--- src/rtl/decode_sequencer.sv ---
// decode_sequencer: steps the decode through UART load, milestone 2 and milestone 1, owns the SRAM port, watchdogs each phase
//   Clock, resetn                    : system clock, async active-low reset
//   go                               : one-cycle decode request, also clears error
//   uart_done, m2_done, m1_done      : phase completion indications
//   uart_*, m2_*, m1_*               : client SRAM requests (addr 18, wdata 16, we_n)
//   SRAM_address/write_data/we_n     : muxed SRAM port, we_n active low
//   uart_en, m2start, m1start        : UART enable level, milestone start pulses
//   owner, busy, done, error, err_phase : status (owner 0=none 1=UART 2=M2 3=M1)
module decode_sequencer #(
  parameter int CNT_W = 24,
  parameter logic [CNT_W-1:0] TIMEOUT_CYCLES = 24'd4000000
) (
  input  logic        Clock,
  input  logic        resetn,
  input  logic        go,
  input  logic        uart_done,
  input  logic        m2_done,
  input  logic        m1_done,
  input  logic [17:0] uart_addr,
  input  logic [15:0] uart_wdata,
  input  logic        uart_we_n,
  input  logic [17:0] m2_addr,
  input  logic [15:0] m2_wdata,
  input  logic        m2_we_n,
  input  logic [17:0] m1_addr,
  input  logic [15:0] m1_wdata,
  input  logic        m1_we_n,
  output logic [17:0] SRAM_address,
  output logic [15:0] SRAM_write_data,
  output logic        SRAM_we_n,
  output logic        uart_en,
  output logic        m2start,
  output logic        m1start,
  output logic [1:0]  owner,
  output logic        busy,
  output logic        done,
  output logic        error,
  output logic [1:0]  err_phase
);
  typedef enum logic [2:0] {S_IDLE, S_UART, S_M2_START, S_M2_RUN, S_M1_START, S_M1_RUN, S_DONE, S_ERR} state_t;
  state_t r_state, w_next;
  logic [CNT_W-1:0] r_wd;
  logic [1:0] r_owner, r_err_phase;
  logic r_uart_en, r_m2start, r_m1start, r_busy, r_done, r_error;
  logic w_to, w_run;
  assign w_to = r_wd == TIMEOUT_CYCLES - CNT_W'(1);
  assign w_run = r_state inside {S_UART, S_M2_RUN, S_M1_RUN};
  // Completion is checked before the timeout, so done wins a same-cycle tie.
  always_comb begin
    w_next = r_state;
    case (r_state)
      S_IDLE:     w_next = go ? S_UART : S_IDLE;
      S_UART:     w_next = uart_done ? S_M2_START : w_to ? S_ERR : S_UART;
      S_M2_START: w_next = S_M2_RUN;
      S_M2_RUN:   w_next = m2_done ? S_M1_START : w_to ? S_ERR : S_M2_RUN;
      S_M1_START: w_next = S_M1_RUN;
      S_M1_RUN:   w_next = m1_done ? S_DONE : w_to ? S_ERR : S_M1_RUN;
      S_DONE:     w_next = go ? S_UART : S_DONE;
      S_ERR:      w_next = go ? S_IDLE : S_ERR;
      default:    w_next = S_IDLE;
    endcase
  end
  // Outputs are decoded from the next state so they are registered alongside it.
  always_ff @(posedge Clock or negedge resetn)
    if (!resetn) begin
      r_state     <= S_IDLE;
      r_owner     <= 2'd0;
      r_uart_en   <= 1'b0;
      r_m2start   <= 1'b0;
      r_m1start   <= 1'b0;
      r_busy      <= 1'b0;
      r_done      <= 1'b0;
      r_error     <= 1'b0;
      r_err_phase <= 2'd0;
      r_wd        <= '0;
    end else begin
      r_state     <= w_next;
      r_owner     <= w_next == S_UART ? 2'd1 : w_next == S_M2_RUN ? 2'd2 : w_next == S_M1_RUN ? 2'd3 : 2'd0;
      r_uart_en   <= w_next == S_UART;
      r_m2start   <= w_next == S_M2_START;
      r_m1start   <= w_next == S_M1_START;
      r_busy      <= !(w_next inside {S_IDLE, S_DONE, S_ERR});
      r_done      <= w_next == S_DONE;
      r_error     <= w_next == S_ERR;
      r_err_phase <= w_next != S_ERR ? 2'd0 : r_error ? r_err_phase : r_owner;
      r_wd        <= w_next != r_state ? '0 : (w_run && r_wd != '1) ? r_wd + CNT_W'(1) : r_wd;
    end
  always_comb begin
    SRAM_address    = r_owner == 2'd1 ? uart_addr  : r_owner == 2'd2 ? m2_addr  : r_owner == 2'd3 ? m1_addr  : 18'd0;
    SRAM_write_data = r_owner == 2'd1 ? uart_wdata : r_owner == 2'd2 ? m2_wdata : r_owner == 2'd3 ? m1_wdata : 16'd0;
    SRAM_we_n       = r_owner == 2'd1 ? uart_we_n  : r_owner == 2'd2 ? m2_we_n  : r_owner == 2'd3 ? m1_we_n  : 1'b1;
  end
  assign owner     = r_owner;
  assign uart_en   = r_uart_en;
  assign m2start   = r_m2start;
  assign m1start   = r_m1start;
  assign busy      = r_busy;
  assign done      = r_done;
  assign error     = r_error;
  assign err_phase = r_err_phase;
endmodule
--- config.mk ---
export PLATFORM = sky130hd
export DESIGN_NAME = decode_sequencer
export DESIGN_NICKNAME = d
export VERILOG_FILES = /design/src/rtl/decode_sequencer.sv
export SDC_FILE = /design/constraint.sdc
export NUM_CORES = 1
export LEC_CHECK = 0
export BUFFER_PORTS_ARGS = -buffer_cell sky130_fd_sc_hd__buf_2
export CAP_MARGIN = 20
export CORE_MARGIN = 1.5
export CORE_UTILIZATION = 49
export DETAILED_ROUTE_END_ITERATION = 10
export PLACE_DENSITY = 0.88
export SLEW_MARGIN = 40
export SYNTH_ARGS = -nofsm -noshare
export SYNTH_HDL_FRONTEND = slang
export SYNTH_SLANG_ARGS = --single-unit
--- constraint.sdc ---
create_clock -name Clock -period 4.28 [get_ports Clock]
set_clock_uncertainty 0.1 [all_clocks]
set_input_delay 0.428 -clock Clock [delete_from_list [all_inputs] [get_ports Clock]]
set_output_delay 0.428 -clock Clock [all_outputs]
set_load 0.005 [all_outputs]
==> impl_metrics.tcl <==
set metrics [dict create \
    status "finished, violations left" \
    failed_checks "negative hold slack" \
    synth_cells 296 \
    grt_pass1_wl_um 14150 \
    drive_gt1_share_pct 48.07 \
    holdWs_ns -0.02629 \
    r2r_end "r_wd[19]$_DFFE_PN0P_" \
    clk_path_buf_depth 2 \
    yosysMostFrequentCell "dfrtp_1" \
    tightest_slew_ns 0.7531 \
    power_density_nw_per_um2 486.2 \
    htree_levels 2 \
    rsz0062_at_grt "false" \
    drc_errors 0 \
    yosys-top-cells-area "dfrtp_1 (33%), mux2_2 (14%), a22o_1 (11%)" \
    die_area_sq_um 6217 \
    setup_viol 0 \
    die_y_um 78.85 \
    dr_total_vias 3011 \
    die_w_um 78.85 \
    area_delta_synth_final_pct 33.64 \
    clockRootBuffer "clkbuf_8" \
    synth.distinct_cells 47 \
    via_per_inst 5.869 \
    fmax_mhz 369.4 \
    rows 27 \
    synth_top_area_cell "dfrtp_1" \
    yosys_most_used_dff "dfrtp_1" \
    wl_per_cell_um 17.90 \
    p_leak_nw 1.817 \
    cts_setup_buffers 0 \
    drv_slew 0 \
    peakVddDrop_uv 599.1 \
    initial_core_util_pct 50.88 \
    wirelength_um 9181 \
    period_minus_slack_ns 2.707 \
    setup_ws_ns 1.573 \
    yosysSeqAreaShare_pct 32.85 \
    fill_cells 460 \
    num_io_pins 156 \
    drt_first_pass_iters 5 \
    synth_seq_cells 37 \
    cp-startpoint "owner[1]$_DFF_PN0_" \
    ant_nets 0 \
    synth_area_sq_um 2819 \
    synth_top_cells_by_count "dfrtp_1 (37), a22o_1 (34), mux2_2 (34), nor2_1 (30), xnor2_1 (20)" \
    dp_hpwl_um 7035 \
    clkLatencyLatePin_ns 0.30 \
    r2r_cells 5 \
    synth-edff-count 0 \
    fin_nets 552 \
    gr-total-overflow 0 \
    syn_avg_cell_area_sq_um 9.523 \
    critPathArrivalTime_ns 2.18 \
    cp_data_required_time_ns 3.75 \
    cp_max_fo 38 \
    hold_class "in2async" \
    synthArstFlopShare_pct 100.0 \
    min_period_over_period_pct 63.26 \
    grt_max_degree 39 \
    place_congestion 0.9066 \
    cts_resized 0 \
    power_mw 1.832 \
    clk_pin_slew_worst_paths_ns 0.08 \
    crit_path_end_kind "output port" \
    track_usage_pct 29.28 \
    r2r-start "r_state[2]$_DFF_PN0_" \
    port_buffers 155 \
    cts_tree "done" \
    core_area_sq_um 5540 \
    grt_pass1_vias 2821 \
    yosysTopAreaCellShare_pct 32.85 \
    slew-limit-headroom_pct 49.69 \
    synthesis.nets 408 \
    rrSetupSlack_ns 1.80 \
    endpoint "SRAM_write_data[15]" \
    cts_hold_buf 0 \
    maxCapViolCount 0 \
    numCtsBuffers 5 \
    final.setup.tns_ns 0 \
    start_kind "flip-flop" \
    grt_antenna_before_repair 0 \
    drt_iter0_markers 160 \
    clock-sinks 37 \
    hold_viol 37 \
    worstSetupPathType "reg2out" \
    diodes 0 \
    place_ws_ns 1.870 \
    yosysWarningCount 0 \
]
[stage by stage]
stage | hold WS (ns) | instances | util (%) | area, sq um
after detailed placement | 0.4133 | 505 | 65.79 | 3645
after CTS | 0.1363 | 513 | 67.95 | 3765
final | -0.02629 | 513 | 68.00 | 3767
after global placement | 0.3994 | 504 | 65.31 | 3618
after floorplan | 0.03241 | 296 | - | 2819
after global routing | 0.01463 | 513 | 68.00 | 3767
[power by group]
| part | internal [mW] | total [mW] | switching (mW) | leakage [nW] |
|---|---|---|---|---|
| clock | 0.189 | 0.319 | 0.129 | 0.0574 |
| sequential | 0.399 | 0.480 | 0.0802 | 0.502 |
| combinational | 0.490 | 1.03 | 0.544 | 1.26 |
| total | 1.08 | 1.83 | 0.753 | 1.82 |
[placed cells by master, fill, tap and decap left out, drive strengths merged, types with 6 or more instances in the layout]
cell	synthesis	layout
nand2	14	14
a2111oi	6	6
inv	6	6
dfrtp	37	37
xnor2	20	20
nand4	7	7
a211oi	6	6
a22o	34	34
clkbuf	13	6
nand3	12	12
mux2	34	34
nor2	30	30
and4	7	7
buf	9	159
a21oi	12	12
[per-layer routing]
| layer | vias up | wire [um] | part of all wire (%) | global-route usage, % |
|---|---|---|---|---|
| met4 | 0 | 384 | 4.2 | 13.33 |
| li1 | 1400 | - | - | - |
| met2 | 149 | 4591 | 50 | 50.60 |
| met5 | - | 0 | 0 | 0 |
| met3 | 33 | 693 | 7.5 | 5.517 |
| met1 | 1429 | 3511 | 38 | 35.34 |
[worst min-delay path by stage]
stage	from	endpoint	slack (ns)	depth (start not counted)
3_3_place_gp	err_phase[1]$_DFFE_PN0P_	err_phase[1]$_DFFE_PN0P_	0.40	2
5_1_grt	resetn	r_wd[3]$_DFFE_PN0P_	0.01	1
6_report	resetn	r_state[0]$_DFF_PN0_	-0.03	1
4_1_cts	resetn	r_wd[23]$_DFFE_PN0P_	0.14	1
3_5_place_dp	err_phase[1]$_DFFE_PN0P_	err_phase[1]$_DFFE_PN0P_	0.41	2
2_1_floorplan	resetn	busy$_DFF_PN0_	0.03	0
[logic make-up after synthesis]
family                     Yosys count  share of synthesized area, %
AOI/OAI and AO/OA                   74                         20.86
xor gates and xnor gates            23                         7.146
adders and majority gates            1                        0.4438
buffers and inverters               28                         4.039
DFF                                 37                         32.85
muxes                               38                         15.00
and+or+nand+nor                     95                         19.66
[critical path, stage by stage, from the launching register on]
cell	delay, ns
dfrtp_1	0.33
buf_4	0.40
nor2b_4	0.73
a22o_1	0.29
buf_2	0.12
[state kept, by name, summed over array words and instances, names as in the netlist]
name / flops
r_state: 3
busy: 1
owner: 2
done: 1
m2start: 1
err_phase: 2
r_wd: 24
m1start: 1
uart_en: 1
error: 1
[cell type report]
cell class	count	area (sq um)	share of cell area, %
Sequential cell	37	925.9	24.58
Clock buffer	6	82.58	2.192
Tap cell	72	90.09	2.391
Timing Repair Buffer	159	812.0	21.55
Inverter	6	22.52	0.5978
Multi-Input combinational cell	231	1797	47.69
Clock inverter	2	37.54	0.9963
No activity file was read; power rests on OpenSTA's default activity.
